`config.mk`:
```
export PLATFORM = sky130hd
export DESIGN_NAME = ifu_fetch_queue
export DESIGN_NICKNAME = d
export VERILOG_FILES = /design/src/rtl/ifu_fetch_queue.sv
export SDC_FILE = /design/constraint.sdc
export NUM_CORES = 1
export LEC_CHECK = 0
export CAP_MARGIN = 20
export CORE_ASPECT_RATIO = 1.1
export CORE_UTILIZATION = 50
export CTS_CLUSTER_SIZE = 12
export DETAILED_ROUTE_END_ITERATION = 8
export DONT_BUFFER_PORTS = 1
export GPL_ROUTABILITY_DRIVEN = 0
export SKIP_CTS_REPAIR_TIMING = 1
export SYNTH_ARGS = -nofsm -noshare
export SYNTH_HDL_FRONTEND = slang
export SYNTH_SLANG_ARGS = --single-unit
export TNS_END_PERCENT = 20
```
`constraint.sdc`:
```
create_clock -name clock_in -period 3.3 [get_ports clock_in]
set_input_delay 0.33 -clock clock_in [delete_from_list [all_inputs] [get_ports clock_in]]
set_output_delay 0.33 -clock clock_in [all_outputs]
set_load 0.03 [all_outputs]
```
`src/rtl/ifu_fetch_queue.sv`:
```
// ---------------------------------------------------------------------------
// ifu_fetch_queue
//
// Instruction fetch front end. It sits between the external instruction
// memory and the IF/ID pipeline register. The block produces sequential fetch
// addresses and keeps at most one read request outstanding. Each returned word
// is stored with its PC in a small FIFO, and the decode stage drains that FIFO.
// A branch redirect flushes the FIFO and discards any response still in
// flight.
//
// Optional feature (compile-time macro IFU_FETCH_QUEUE_BYPASS_EN):
//   When the macro is defined and the queue is empty, a response arriving in
//   WAIT is presented combinationally on the ins_* outputs in the same cycle.
//   If the consumer takes it, it is never written into storage. When the
//   macro is undefined, the ins_* outputs always come from storage.
//
// Parameters
//   DEPTH     queue entries (power of two, >= 2)
//   RESET_PC  first fetch address after reset
//
// Ports
//   clock_in          single clock, rising edge
//   reset_in          asynchronous, active-low reset
//   halt_in           blocks issue of new requests (in-flight one completes)
//   redirect_in       flush queue and restart fetch at redirect_addr_in
//   redirect_addr_in  new fetch PC (bits [1:0] ignored)
//   mem_addr_out      registered fetch address
//   mem_read_out      registered request, held until accepted
//   mem_valid_in      response valid; also accepts the pending request
//   mem_data_in       instruction word, valid with mem_valid_in
//   ins_valid_out     head entry valid
//   ins_data_out      head instruction
//   ins_pc_out        head PC
//   ins_ready_in      consumer accepts the head entry
//   queue_count_out   occupied entries
//   fsm_state_out     current FSM state (0 IDLE, 1 WAIT, 2 DISCARD)
//
// Handshakes:
//   Memory side. A request is live while mem_read_out=1. The address is
//   stable until a cycle in which mem_valid_in=1; that cycle both completes
//   the request and delivers mem_data_in.
//   Decode side. An entry transfers on a rising edge when ins_valid_out=1 and
//   ins_ready_in=1. ins_ready_in has no effect while ins_valid_out=0.
//   ins_data_out and ins_pc_out stay stable until the entry transfers or a
//   redirect flushes the queue.
// ---------------------------------------------------------------------------
module ifu_fetch_queue #(
  parameter int          DEPTH    = 4,
  parameter logic [31:0] RESET_PC = 32'h0000_0000
) (
  input  logic                     clock_in,
  input  logic                     reset_in,
  input  logic                     halt_in,
  input  logic                     redirect_in,
  input  logic [31:0]              redirect_addr_in,
  output logic [31:0]              mem_addr_out,
  output logic                     mem_read_out,
  input  logic                     mem_valid_in,
  input  logic [31:0]              mem_data_in,
  output logic                     ins_valid_out,
  output logic [31:0]              ins_data_out,
  output logic [31:0]              ins_pc_out,
  input  logic                     ins_ready_in,
  output logic [$clog2(DEPTH):0]   queue_count_out,
  output logic [1:0]               fsm_state_out
);

  localparam int PTR_W = $clog2(DEPTH);
  localparam int CNT_W = PTR_W + 1;

  typedef enum logic [1:0] {
    ST_IDLE    = 2'd0,
    ST_WAIT    = 2'd1,
    ST_DISCARD = 2'd2
  } state_t;

  state_t             state;
  logic [PTR_W-1:0]   head;
  logic [PTR_W-1:0]   tail;
  logic [CNT_W-1:0]   count;
  logic [CNT_W-1:0]   count_next;
  logic [31:0]        fetch_pc;
  logic [31:0]        next_pc;
  logic [31:0]        redirect_pc;

  // Each entry is {instr, pc}.
  logic [63:0]        entry_q [DEPTH];
  logic [63:0]        head_entry;

  logic               resp_accept;
  logic               push;
  logic               pop;
  logic               queue_valid;
  logic               can_issue;

  // ---------------------------------------------------------------------------
  // Datapath control
  // ---------------------------------------------------------------------------
  assign queue_valid = (count != '0);
  assign head_entry  = entry_q[head];
  assign next_pc     = fetch_pc + 32'd4;   // wraps 0xFFFFFFFC -> 0
  assign redirect_pc = redirect_addr_in & 32'hFFFF_FFFC;

  // A response counts only in WAIT. A response that arrives in the same cycle
  // as a redirect belongs to the old path and is dropped.
  assign resp_accept = (state == ST_WAIT) && mem_valid_in && !redirect_in;

  // Storage pops only. A bypassed word never occupies a queue slot.
  assign pop = queue_valid && ins_ready_in && !redirect_in;

`ifdef IFU_FETCH_QUEUE_BYPASS_EN
  logic bypass_hit;
  logic bypass_take;

  assign bypass_hit  = resp_accept && !queue_valid;
  assign bypass_take = bypass_hit && ins_ready_in;
  assign push        = resp_accept && !bypass_take;

  always_comb begin
    ins_valid_out = queue_valid;
    ins_data_out  = queue_valid ? head_entry[63:32] : 32'h0;
    ins_pc_out    = queue_valid ? head_entry[31:0]  : 32'h0;
    if (bypass_hit) begin
      ins_valid_out = 1'b1;
      ins_data_out  = mem_data_in;
      ins_pc_out    = mem_addr_out;
    end
  end
`else
  assign push = resp_accept;

  // When the queue is empty the outputs are forced to zero, so a flush never
  // exposes stale storage contents.
  always_comb begin
    ins_valid_out = queue_valid;
    ins_data_out  = queue_valid ? head_entry[63:32] : 32'h0;
    ins_pc_out    = queue_valid ? head_entry[31:0]  : 32'h0;
  end
`endif

  assign count_next = count + CNT_W'(push) - CNT_W'(pop);

  // Issue is safe whenever a slot will be free after this edge. Because only
  // one request is ever outstanding, the next response always has room.
  assign can_issue = !halt_in && (count_next < CNT_W'(DEPTH));

  assign queue_count_out = count;
  assign fsm_state_out   = state;

  // ---------------------------------------------------------------------------
  // Queue storage (data only, no reset needed: count gates visibility)
  // ---------------------------------------------------------------------------
  always_ff @(posedge clock_in) begin
    if (push) begin
      entry_q[tail] <= {mem_data_in, mem_addr_out};
    end
  end

  // ---------------------------------------------------------------------------
  // Pointers, count, fetch PC
  // ---------------------------------------------------------------------------
  always_ff @(posedge clock_in or negedge reset_in) begin
    if (!reset_in) begin
      head     <= '0;
      tail     <= '0;
      count    <= '0;
      fetch_pc <= RESET_PC;
    end else if (redirect_in) begin
      head     <= '0;
      tail     <= '0;
      count    <= '0;
      fetch_pc <= redirect_pc;
    end else begin
      if (push) begin
        tail <= tail + PTR_W'(1);
      end
      if (pop) begin
        head <= head + PTR_W'(1);
      end
      count <= count_next;
      if (resp_accept) begin
        fetch_pc <= next_pc;
      end
    end
  end

  // ---------------------------------------------------------------------------
  // Request FSM. mem_addr_out and mem_read_out are registered here.
  // ---------------------------------------------------------------------------
  always_ff @(posedge clock_in or negedge reset_in) begin
    if (!reset_in) begin
      state        <= ST_IDLE;
      mem_read_out <= 1'b0;
      mem_addr_out <= RESET_PC;
    end else begin
      case (state)
        ST_IDLE: begin
          // A late response seen here belongs to nobody and is ignored.
          if (!redirect_in && can_issue) begin
            state        <= ST_WAIT;
            mem_read_out <= 1'b1;
            mem_addr_out <= fetch_pc;
          end
        end

        ST_WAIT: begin
          if (redirect_in) begin
            if (mem_valid_in) begin
              // The old request finished in this same cycle. Nothing is left
              // to discard.
              state        <= ST_IDLE;
              mem_read_out <= 1'b0;
            end else begin
              // The old request must still complete on the bus. Keep it up
              // and throw the answer away.
              state <= ST_DISCARD;
            end
          end else if (mem_valid_in) begin
            if (can_issue) begin
              mem_addr_out <= next_pc;   // back-to-back issue
            end else begin
              state        <= ST_IDLE;
              mem_read_out <= 1'b0;
            end
          end
        end

        ST_DISCARD: begin
          // The stale response ends the old request even if another redirect
          // arrives in the same cycle. That redirect has already updated
          // fetch_pc, so IDLE then fetches from the latest target.
          if (mem_valid_in) begin
            state        <= ST_IDLE;
            mem_read_out <= 1'b0;
          end
        end

        default: begin
          state        <= ST_IDLE;
          mem_read_out <= 1'b0;
        end
      endcase
    end
  end

endmodule
```
==> impl_metrics.ini <==
[yosys]
synth_xor_xnor_area_share_pct = 4.146
syn_area_per_cell_um2 = 16.10
ys_top_cells_by_count = 248 x edfxtp_1, 70 x dfrtp_1, 67 x and2_1
yosysTopAreaCell = edfxtp_1
synth-compound-area-share_pct = 2.414
synthMuxAreaShare_pct = 10.89
synth_seq_cells = 318
synth_most_common_cell = edfxtp_1
ys.flop_type = edfxtp_1
syn-cell-area_um2 = 13220
synth_top_area_share_pct = 56.34
yosys.area_share.simple_pct = 9.958
ys_top_cells_by_area = edfxtp_1 56%, dfrtp_1 13%, mux4_2 11%, and2_1 3.2%, xor2_1 2.3%
synthAdderAreaFrac_pct = 0.8141
async_reset_ff_share_pct = 22.01
ys_warn_count = 0
synth_edf_count = 248
seq_area_frac_synth_pct = 69.59
netlist_instances = 821
synth_top_family_by_area = multiplexers
ys_types = 47

[drt]
vias = 6992
first_iter_violations = 319
wl_per_cell_um = 20.41
drc = 0
wirelength_mm = 25.78
ant_nets = 0
routed_via_density = 5.536
dr.pass1.iters = 4

[global_route]
grt_pass1_wl_mm = 39.26
grt_max_degree = 72
groute.layer.met3.usage_pct = 5.719
gr-usage-met2_pct = 32.46
gr-total-overflow = 0
busiest_layer = met2
grtUsageTotal_pct = 19.05
antenna_found_initial = 0
use_met1_pct = 23.15
grt_pass1_vias = 7123

[final_layout]
diodes = 0
seqCellArea_um2 = 9204
syn_to_final_growth_pct = 15.81
nNetsFinal = 965
fillCellCount = 2036
drive_gt1_share_pct = 15.48
multi_input_area_um2 = 3760
stdcell_count = 1263
post-route-util_pct = 58.73

[clocking]
numCtsBuffers = 35
cts_tree = yes
cts.clk_slew.worst_paths_ns = 0.05
h-tree-depth = 2
clock_latency_ns = 0.50
cts_buffer_depth = 3
clock_sinks = 318
clock-root-buffer = clkbuf_16

[critical_path]
slowest_delay_ns = 0.51
cpMaxStageDelayCell = or3_2
r2r_slack_ns = 0.26
r2r-start = queue_count_out[0]
worstPathCellList = or3_2 > nand2_2 > nor2_1 > ha_1 > inv_1 > ha_1 > inv_1 > fa_1 > xnor3_1 > and4b_2 > buf_12 > nor2_1 > a21oi_1
arrival_ns = 3.45
cpLargestDelayFamily = simple AND/OR/NAND/NOR gates
cp_num_cells = 13
crit_required_ns = 3.71
worst_setup_path_end_kind = register
worst-path-max-fanout = 45
worstReg2RegEnd = mem_addr_out[24]
worstRegToRegCells = 13
crit_start = queue_count_out[0]
crit_path_start_kind = register
cp_num_buf_inv = 3
worstSetupEndpoint = mem_addr_out[24]
path_class = reg -> reg

[timing]
worst_pin_slew_ns = 0.9880
rsz0062_at_grt = no
post-route-min-period_ns = 3.036
min_period_over_period_pct = 91.99
max-slew-margin-rel_pct = 34.13
tns_ns = 0
fin_skew_ns = 0.01780
finalSetupViolCount = 0
hold_viol = 3
whs_ns = -0.03472
report.final.slew_viol_count = 0
fmax_ghz = 0.3294

[power_and_ir_drop]
power_density_nw_per_um2 = 791.7
leakagePower_nw = 5.125
peakVddDrop_mv = 0.6350
power.total_mw = 12.12

[place]
dp.cells = 1139
portBuffers = 0
dpl.hpwl_mm = 15.44

[run_status]
status = complete, but fails checks
violations = negative hold slack

[floorplan]
fp-row-count = 62
die_h_um = 172.5
ioPinCount = 173
core_um2 = 26070
die-area_um2 = 27090
die_w_um = 157.0
floorplan.initialDensity_pct = 50.71

[hold_path]
holdCritStartpoint = redirect_addr_in[8]
hold_path_class = in -> reg

[run]
max_cap_violations = 0
-- layer usage --
metal / vias to the layer above / wire, µm / share of wire (%)
met5: - / 0 / 0
met4: 0 / 620 / 2.4
met3: 47 / 1473 / 5.7
met2: 175 / 12970 / 50
met1: 3589 / 10720 / 42
li1: 3181 / - / -
-- how the worst min path moves through the flow --
| stage | end | cells after the start | slack, ns |
|---|---|---|---|
| 3_5_place_dp | fetch_pc[17] | 0 | 0.04 |
| 5_1_grt | fetch_pc[2] | 2 | -0.01 |
| 4_1_cts | fetch_pc[17] | 0 | -0.50 |
| 2_1_floorplan | fetch_pc[10] | 0 | 0.03 |
| 6_report | fetch_pc[8] | 2 | -0.03 |
| 3_3_place_gp | fetch_pc[16] | 0 | 0.04 |
-- registers in the layout, indices dropped and copies added, names as in the netlist --
signal           count
mem_addr_out        30
fsm_state_out        2
mem_read_out         1
tail                 2
fetch_pc            30
entry_q            248
head                 2
queue_count_out      3
-- where the power goes --
| group | switching (mW) | total (mW) | internal (mW) |
|---|---|---|---|
| clock | 1.43 | 3.55 | 2.12 |
| sequential | 0.972 | 5.85 | 4.87 |
| combinational | 1.72 | 2.72 | 0.997 |
-- cells by family (layout without fill, tap and decap cells) --
| group | after synthesis | count (layout) |
|---|---|---|
| adders and majority gates | 8 | 8 |
| other | 1 | 4 |
| xor gates and xnor gates | 61 | 61 |
| and+or+nand+nor | 242 | 242 |
| DFF | 318 | 318 |
| AOI/OAI and AO/OA | 63 | 63 |
| buffers and inverters | 62 | 149 |
| muxes | 66 | 66 |
-- area by class of cell --
cell class,count,area share (%)
inverter,8,0.1962
clock inverter,12,0.5231
multi-input combinational,444,24.56
clock buffer,49,6.343
sequential,318,60.13
timing repair buffer,80,5.370
tap,352,2.877
-- placed cells by master (no fill, tap or decap), types with 2 or more instances in the layout --
cell type	netlist	layout
a21oi_1	30	30
and2_1	67	63
and2_4	0	4
and2b_1	3	3
and3_1	7	7
and4_1	4	4
buf_12	0	2
buf_16	0	2
buf_4	6	14
clkbuf_1	28	12
clkbuf_16	0	37
clkinv_1	0	7
clkinv_2	0	3
conb_1	1	4
dfrtp_1	70	68
dlygate4sd3_1	0	61
edfxtp_1	248	248
ha_1	7	7
inv_1	8	8
mux2i_1	2	2
mux4_2	62	62
nand2_1	49	48
nand2b_1	3	3
nand3_1	17	17
nand4_1	19	19
nor2_1	51	51
nor2b_1	3	3
nor3_1	5	5
nor4_2	2	2
o21ai_0	23	23
o21ai_1	8	8
xnor2_1	25	25
xor2_1	35	35
-- stage by stage --
step                      instance area [µm²]  setup slack [ns]
final                                   15310            0.2644
after global routing                    15310          0.006597
after CTS                               14640            0.2162
after detailed placement                13580            0.2498
after global placement                  13580            0.3465
after floorplan                         13230           0.08145
No activity file was read; power rests on OpenSTA's default activity.
